**src/rtl/fsm1_pkg.sv**
```systemverilog
// fsm1_pkg: phase codes shared by the FSM1 controller and its monitor,
// plus the monitor-state encoding and the legal-transition rule.
// Importing this package on both sides keeps the code values in lockstep.
package fsm1_pkg;

  // Controller output code {o1,o2,err} for each phase.
  localparam logic [2:0] CODE_IDLE = 3'b000;
  localparam logic [2:0] CODE_S1   = 3'b100;
  localparam logic [2:0] CODE_S2   = 3'b010;
  localparam logic [2:0] CODE_ER   = 3'b111;

  typedef enum logic [1:0] {
    M_IDLE = 2'd0,
    M_S1   = 2'd1,
    M_S2   = 2'd2,
    M_ER   = 2'd3
  } mstate_t;

  // True when prev -> cur is a move the controller is allowed to make.
  function automatic logic trans_ok(mstate_t prev, mstate_t cur);
    logic ok;
    ok = 1'b0;
    case (prev)
      M_IDLE:  ok = (cur != M_S2);
      M_S1:    ok = (cur != M_IDLE);
      M_S2:    ok = (cur != M_S1);
      M_ER:    ok = (cur == M_ER) || (cur == M_IDLE);
      default: ok = 1'b0;
    endcase
    return ok;
  endfunction

endpackage

```
**src/rtl/fsm1_seq_monitor_sat_counter.sv**
```systemverilog
// sat_counter: W-bit up counter that sticks at all-ones instead of wrapping.
// Ports: clk, rst (async active-high), clr (sync clear, wins over inc),
//        inc (count request), cnt (registered count), at_max (cnt is all-ones).
module sat_counter #(
  parameter int W = 8
) (
  input  logic         clk,
  input  logic         rst,
  input  logic         clr,
  input  logic         inc,
  output logic [W-1:0] cnt,
  output logic         at_max
);

  assign at_max = &cnt;

  always_ff @(posedge clk or posedge rst) begin
    if (rst) begin
      cnt <= '0;
    end else if (clr) begin
      cnt <= '0;
    end else if (inc && !at_max) begin
      cnt <= cnt + {{(W-1){1'b0}}, 1'b1};
    end
  end

endmodule

```
**src/rtl/fsm1_seq_monitor.sv**
```systemverilog
// fsm1_seq_monitor: follows the FSM1 controller's {o1,o2,err} code, counts
// completed passes and error entries, raises a sticky alarm at ERR_THRESH
// errors and a sticky viol on illegal codes/transitions. All outputs registered.
// Ports: clk, rst, o1_in/o2_in/err_in (code), clr (sync clear),
//        pass_cnt, err_cnt, pass_pulse, err_alarm, viol.
module fsm1_seq_monitor
  import fsm1_pkg::*;
#(
  parameter int CNT_W      = 8,
  parameter int ERR_THRESH = 4
) (
  input  logic             clk,
  input  logic             rst,
  input  logic             o1_in,
  input  logic             o2_in,
  input  logic             err_in,
  input  logic             clr,
  output logic [CNT_W-1:0] pass_cnt,
  output logic [CNT_W-1:0] err_cnt,
  output logic             pass_pulse,
  output logic             err_alarm,
  output logic             viol
);

  localparam logic [CNT_W-1:0] THRESH = CNT_W'(ERR_THRESH);

  mstate_t          state, state_n;
  mstate_t          cur;
  logic [2:0]       code;
  logic             code_ok;
  logic             trans_legal;
  logic             pass_ev, err_ev, viol_ev;
  logic             pass_at_max, err_at_max;
  logic [CNT_W-1:0] err_cnt_inc;

  assign code = {o1_in, o2_in, err_in};

  always_ff @(posedge clk or posedge rst) begin
    if (rst) begin
      state <= M_IDLE;
    end else begin
      state <= state_n;
    end
  end

  always_comb begin
    cur         = state;
    code_ok     = 1'b1;
    state_n     = state;
    trans_legal = 1'b0;
    pass_ev     = 1'b0;
    err_ev      = 1'b0;
    viol_ev     = 1'b0;

    case (code)
      CODE_IDLE: cur = M_IDLE;
      CODE_S1:   cur = M_S1;
      CODE_S2:   cur = M_S2;
      CODE_ER:   cur = M_ER;
      default:   code_ok = 1'b0;
    endcase

    // Illegal code holds the state; a legal code is always followed, even
    // across an illegal transition, so the monitor resynchronises.
    state_n     = cur;
    trans_legal = code_ok && trans_ok(state, cur);

    // clr drops any event or violation arriving in the same cycle.
    pass_ev = trans_legal && (state == M_S2) && (cur == M_IDLE) && !clr;
    err_ev  = trans_legal && (cur == M_ER) && (state != M_ER) && !clr;
    viol_ev = !trans_legal && !clr;
  end

  sat_counter #(.W(CNT_W)) u_pass_cnt (
    .clk    (clk),
    .rst    (rst),
    .clr    (clr),
    .inc    (pass_ev && !pass_at_max),
    .cnt    (pass_cnt),
    .at_max (pass_at_max)
  );

  sat_counter #(.W(CNT_W)) u_err_cnt (
    .clk    (clk),
    .rst    (rst),
    .clr    (clr),
    .inc    (err_ev && !err_at_max),
    .cnt    (err_cnt),
    .at_max (err_at_max)
  );

  assign err_cnt_inc = err_cnt + {{(CNT_W-1){1'b0}}, 1'b1};

  always_ff @(posedge clk or posedge rst) begin
    if (rst) begin
      pass_pulse <= 1'b0;
      err_alarm  <= 1'b0;
      viol       <= 1'b0;
    end else if (clr) begin
      pass_pulse <= 1'b0;
      err_alarm  <= 1'b0;
      viol       <= 1'b0;
    end else begin
      // The pulse follows the event, not the counter, so it keeps firing
      // after pass_cnt has saturated.
      pass_pulse <= pass_ev;
      // Set alongside the increment that makes err_cnt equal THRESH, so the
      // alarm and the new count appear in the same cycle.
      if (err_ev && !err_at_max && (err_cnt_inc == THRESH)) begin
        err_alarm <= 1'b1;
      end
      if (viol_ev) begin
        viol <= 1'b1;
      end
    end
  end

endmodule

```
**config.mk**
```make
export PLATFORM = sky130hd
export DESIGN_NAME = fsm1_seq_monitor
export DESIGN_NICKNAME = d
export VERILOG_FILES = /design/src/rtl/fsm1_pkg.sv /design/src/rtl/fsm1_seq_monitor_sat_counter.sv /design/src/rtl/fsm1_seq_monitor.sv
export SDC_FILE = /design/constraint.sdc
export NUM_CORES = 1
export LEC_CHECK = 0
export ABC_CLOCK_PERIOD_IN_PS = 5420
export BUFFER_PORTS_ARGS = -buffer_cell sky130_fd_sc_hd__buf_2
export CAP_MARGIN = 0
export CORE_ASPECT_RATIO = 2
export CORE_MARGIN = 4
export CORE_UTILIZATION = 35
export DETAILED_ROUTE_END_ITERATION = 12
export PLACE_DENSITY_LB_ADDON = 0.12
export SYNTH_ARGS = -nofsm -noshare
export SYNTH_HDL_FRONTEND = slang
export SYNTH_SLANG_ARGS = --single-unit
```
**constraint.sdc**
```tcl
create_clock -name clk -period 5.42 [get_ports clk]
set_clock_uncertainty 0.05 [all_clocks]
set_input_delay 0.542 -clock clk [delete_from_list [all_inputs] [get_ports clk]]
set_output_delay 0.542 -clock clk [all_outputs]
set_load 0.01 [all_outputs]
```
After elaboration in Yosys (flattened, before gate mapping) --
Cells that the tools add are included.
Storage, ports and cells: bits in registers 21, input port bits 6, output and inout bits 19, logic and storage cells 60
Operators by class: $add $sub $neg 2, eq/ne operators 11, multiplexer cells 12, reduce and logical (&&, ||, !) cells 29
Operators with widths (count):
- 8-bit two-way mux | 4
- 8-bit by 1-bit adder with 8-bit output, second input constant | 2
- 8-bit AND reduction | 2
- 1-bit logical AND | 13
- 2-bit nonzero test | 5
- 8-bit by 3-bit == test with 1-bit output, second input constant | 1
- 2-bit one-hot mux with 4 select lines | 1
- 2-bit == test, second input constant | 3
- 3-bit == test, second input constant | 2
- 1-bit two-way mux | 6
- 1-bit zero test | 4
- 2-bit zero test | 2
- 2-bit != test, second input constant | 2
- 1-bit one-hot mux with 4 select lines | 1
- 4-bit OR reduction | 1
- 3-bit by 2-bit == test with 1-bit output, second input constant | 1
- 3-bit zero test | 1
- 2-bit by 1-bit == test with 1-bit output, second input constant | 1
- 2-bit by 1-bit != test with 1-bit output, second input constant | 1
- 1-bit logical OR | 1

Longest topological paths before layout --
word-level depth 13, mapped depth 8, depth with buffers taken out 8

Cells and area by module --
A second synthesis with hierarchy kept.
Unflattened totals: cell total of the unflattened synthesis 133, area total of the unflattened synthesis 1292.5 sq um
By module, submodules not included:
- sat_counter | instances 2, cells each 46, area each 471.7 sq um, seq. area each 200.2 sq um
- fsm1_seq_monitor | instances 1, cells each 41, area each 349.1 sq um, seq. area each 125.1 sq um

Least setup slack after synthesis --
OpenSTA, ideal clock, no wires.
path kind input -> register, start input o1_in, end register u_err_cnt.cnt[4], library setup time 0.078 ns, data arrival time 2.417 ns, data required time 5.292 ns, slack 2.875 ns, cell stages on the path 8, buffers on the path 0, cells stage by stage and2_1 > o21ai_0 > nand2_1 > ha_1 > and3_2 > a2111o_1 > or4_1 > a21oi_1
Between the ends: word-level cells in the longest chain between the ends 12, elaborated cells between the ends (all ways) 21, those cells by class eq/ne: 6; mux: 3; reduce/logical: 12
Ends and longest elaborated chain:
- start: declaration | RTL line fsm1_seq_monitor.sv:14 | input logic o1_in,
- 3-bit == test (tied with other cells) | RTL line fsm1_seq_monitor.sv:55 | case (code)
- 2-bit one-hot mux with 4 select lines | RTL line fsm1_seq_monitor.sv:55
- 2-bit == test or 2-bit zero test (tied branches) | RTL line fsm1_pkg.sv:27, fsm1_seq_monitor.sv:70
- 1-bit logical OR | RTL line fsm1_pkg.sv:27 | M_ER: ok = (cur == M_ER) || (cur == M_IDLE);
- 1-bit one-hot mux with 4 select lines | RTL line fsm1_pkg.sv:23 | case (prev)
- 1-bit logical AND | RTL line fsm1_seq_monitor.sv:66 | trans_legal = code_ok && trans_ok(state, cur);
- 1-bit logical AND (*) (3 in series) | RTL line fsm1_seq_monitor.sv:70 | err_ev = trans_legal && (cur == M_ER) && (state != M_ER) && !clr;
- 1-bit logical AND (*) | RTL line fsm1_seq_monitor.sv:87 | .inc (err_ev && !err_at_max),
- 1-bit logical AND (*) | RTL line fsm1_seq_monitor_sat_counter.sv:22 | end else if (inc && !at_max) begin
- 2-bit nonzero test (no line) (*)
- end signal: assignment | RTL line fsm1_seq_monitor_sat_counter.sv:23 | cnt <= cnt + {{(W-1){1'b0}}, 1'b1};
- end: declaration | RTL line fsm1_seq_monitor_sat_counter.sv:11 | output logic [W-1:0] cnt,
Every way passes the cells marked *; elsewhere a longest branch is shown, timed or not. A chain may end at the register's enable or synchronous reset.

Worst setup path in the final report --
Ends and elaborated chain as after synthesis.

==> flow_summary.toml <==
[outcome]
status = "finished clean"

[power_and_ir_drop]
power_density_nw_per_um2 = 210
p_leak_nw = 0.715
ir_worst_vdd_mv = 0.117

[synth]
synth_ff_type = "dfrtp_1"
synth_seq_area_share_pct = 41.4
synth-edff-count = 0
syn_area_per_cell_sq_um = 9.48
synth_area_sq_um = 1270
ys_ff_latch = 21
syn_inst = 134
synth_nets = 144
yosys_warnings = 0
synthDistinctLibCells = 44
async_reset_ff_share_pct = 100

[place]
hpwl_mm = 2.35
portBuffers = 24
place_area_sq_um = 1430
gp_congestion = 0.832
dpl_worst_slack_ps = 2550

[critical_path]
crit_type = "input port to flop"
setup.worst_path.start = "o1_in"
cp-start-kind = "input port"
cp.required_ps = 5560
timing.rr.start = "state[0]"
rr_worst_depth = 7
end_kind = "flop"
r2r-end = "u_err_cnt.cnt[4]"
crit_arrival_ps = 2710
cp_max_fo = 8
rrSetupSlack_ps = 2930

[global_routing]
first_global_vias = 1121
overflow = 0
grt_max_degree = 22
antenna_found_initial = 0
grt_pass1_wl_mm = 5.09
track_usage_pct = 14.3

[floorplanning]
die_h_um = 93.2
chipWidth_um = 50.6
io_pins = 25
rows = 30
start_util_pct = 36.8
fp.coreArea_sq_um = 3450
dieArea_sq_um = 4710

[sta]
tightestPinTransition_ps = 823
worst_slack_ps = 2850
finalSetupViolations = 0
final.setup.tns_ps = 0
drv_slew = 0
hold_viol = 0
slew_headroom_pct = 45.1
period_needed_ps = 2570
period_share_pct = 47.4
max_freq_ghz = 0.389
rsz0062_at_grt = "no"

[cells_and_area]
drive_above_1_share_pct = 20.8
fillers = 391
antenna_cells = 0
final-seq-area_sq_um = 526
multi_input_comb_area_sq_um = 712
syn_to_final_growth_pct = 15.8
design_area_sq_um = 1470
nets = 170

[clocking]
clock_latency_ps = 260
cts_sinks = 21
cts-buffers-inserted = 3
postCtsSetupRepairBufs = 0
clockBufferDepth = 2
cts_resized = 0
cts-root-buf = "clkbuf_8"
postCtsHoldBufs = 0
cts_tree = "done"
htreeDepth = 1
clk_pin_slew_ps = 70

[routing]
drc = 0
wl_per_cell_um = 14.5
post_drt_via_cell_ratio = 5.43
route.antenna.remaining_nets = 0
drt-initial-drc-count = 26
routed_wl_mm = 3.00
vias = 1125
drt_pre_antenna_iters = 4

[min_path]
hold_path_class = "input port to async pin"

[flow_run]
drv_cap = 0
==> per-stage QoR <==
stage	power [mW]	instances	utilization (%)	hold slack, ps
6_report	0.309	207	42.6	378
5_1_grt	0.327	207	42.6	456
4_1_cts	0.315	207	42.6	409
3_5_place_dp	0.209	203	41.3	466
3_3_place_gp	0.208	203	41.3	461
2_1_floorplan	0.196	134	-	469
==> synth_stat cells, types with 4 or more instances <==
cell     instances  area [sq um]
nor3_1           4          20.0
nand2_1         14          52.6
dfrtp_1         21           526
nor2_1          11          41.3
and3_1           5          31.3
xor2_1           5          43.8
nor2b_1          5          31.3
ha_1             4          50.1
a21oi_1          7          35.0
nand3_1          8          40.0
o21ai_0          6          30.0
==> layer usage <==
layer	vias to the layer above	GRT usage [%]	wire, um
met3	7	1.59	82
met5	-	0	0
li1	545	-	-
met2	24	26.0	1660
met4	0	9.44	102
met1	549	14.8	1160
==> registers in the layout (all words and copies together) (netlist names) <==
signal,count
u_err_cnt.cnt,8
u_pass_cnt.cnt,8
state,2
err_alarm,1
pass_pulse,1
viol,1
==> critical path, stage by stage <==
cell and delay [ps]:
buf_2 140, and2_1 170, o21ai_0 210, nand2_1 90, ha_1 290, and3_2 230
a2111o_1 370, or4_1 520, a21oi_1 150
==> cells by family (layout without fill, tap and decap cells) <==
| kind of cell | count (synthesis) | count (layout) | synth area share (%) |
|---|---|---|---|
| muxes | 2 | 2 | 1.77 |
| adders and majority gates | 4 | 4 | 3.94 |
| DFF | 21 | 21 | 41.4 |
| AOI/OAI and AO/OA | 29 | 29 | 17.0 |
| buffers and inverters | 5 | 30 | 2.56 |
| and+or+nand+nor | 67 | 67 | 29.2 |
| xor gates and xnor gates | 6 | 6 | 4.14 |
==> power breakdown <==
group | total (mW) | internal [mW] | switching, mW | leakage (nW)
combinational | 0.0396 | 0.0146 | 0.0251 | 0.406
clock | 0.103 | 0.0525 | 0.0505 | 0.0228
sequential | 0.166 | 0.160 | 0.00573 | 0.286
total | 0.309 | 0.227 | 0.0813 | 0.715
==> cell usage in the layout (no fill, tap or decap), types with 3 or more instances in the layout <==
master,n
o21ai_0,6
ha_1,4
nor3_1,4
nand3_1,8
xor2_1,5
clkbuf_8,3
nor2b_1,5
nor2_1,11
dfrtp_1,21
buf_2,24
and3_1,5
nand2_1,14
a21oi_1,7
==> worst max-delay path by stage <==
stage / cells past startpoint / to / slack (ps)
after floorplan: 8 / u_err_cnt.cnt[4] / 2880
after global placement: 9 / u_err_cnt.cnt[4] / 2660
after detailed placement: 9 / u_err_cnt.cnt[4] / 2550
after CTS: 9 / u_err_cnt.cnt[4] / 2840
after global routing: 9 / u_err_cnt.cnt[4] / 2680
final: 9 / u_err_cnt.cnt[4] / 2850
==> cell type report <==
cell class / count / share of cell area [%]
clock buffer: 4 / 3.06
sequential: 21 / 35.7
multi-input combinational: 108 / 48.4
timing repair buffer: 24 / 8.17
inverter: 2 / 0.511
tap: 48 / 4.09
Power figures use the tool's default switching activity.
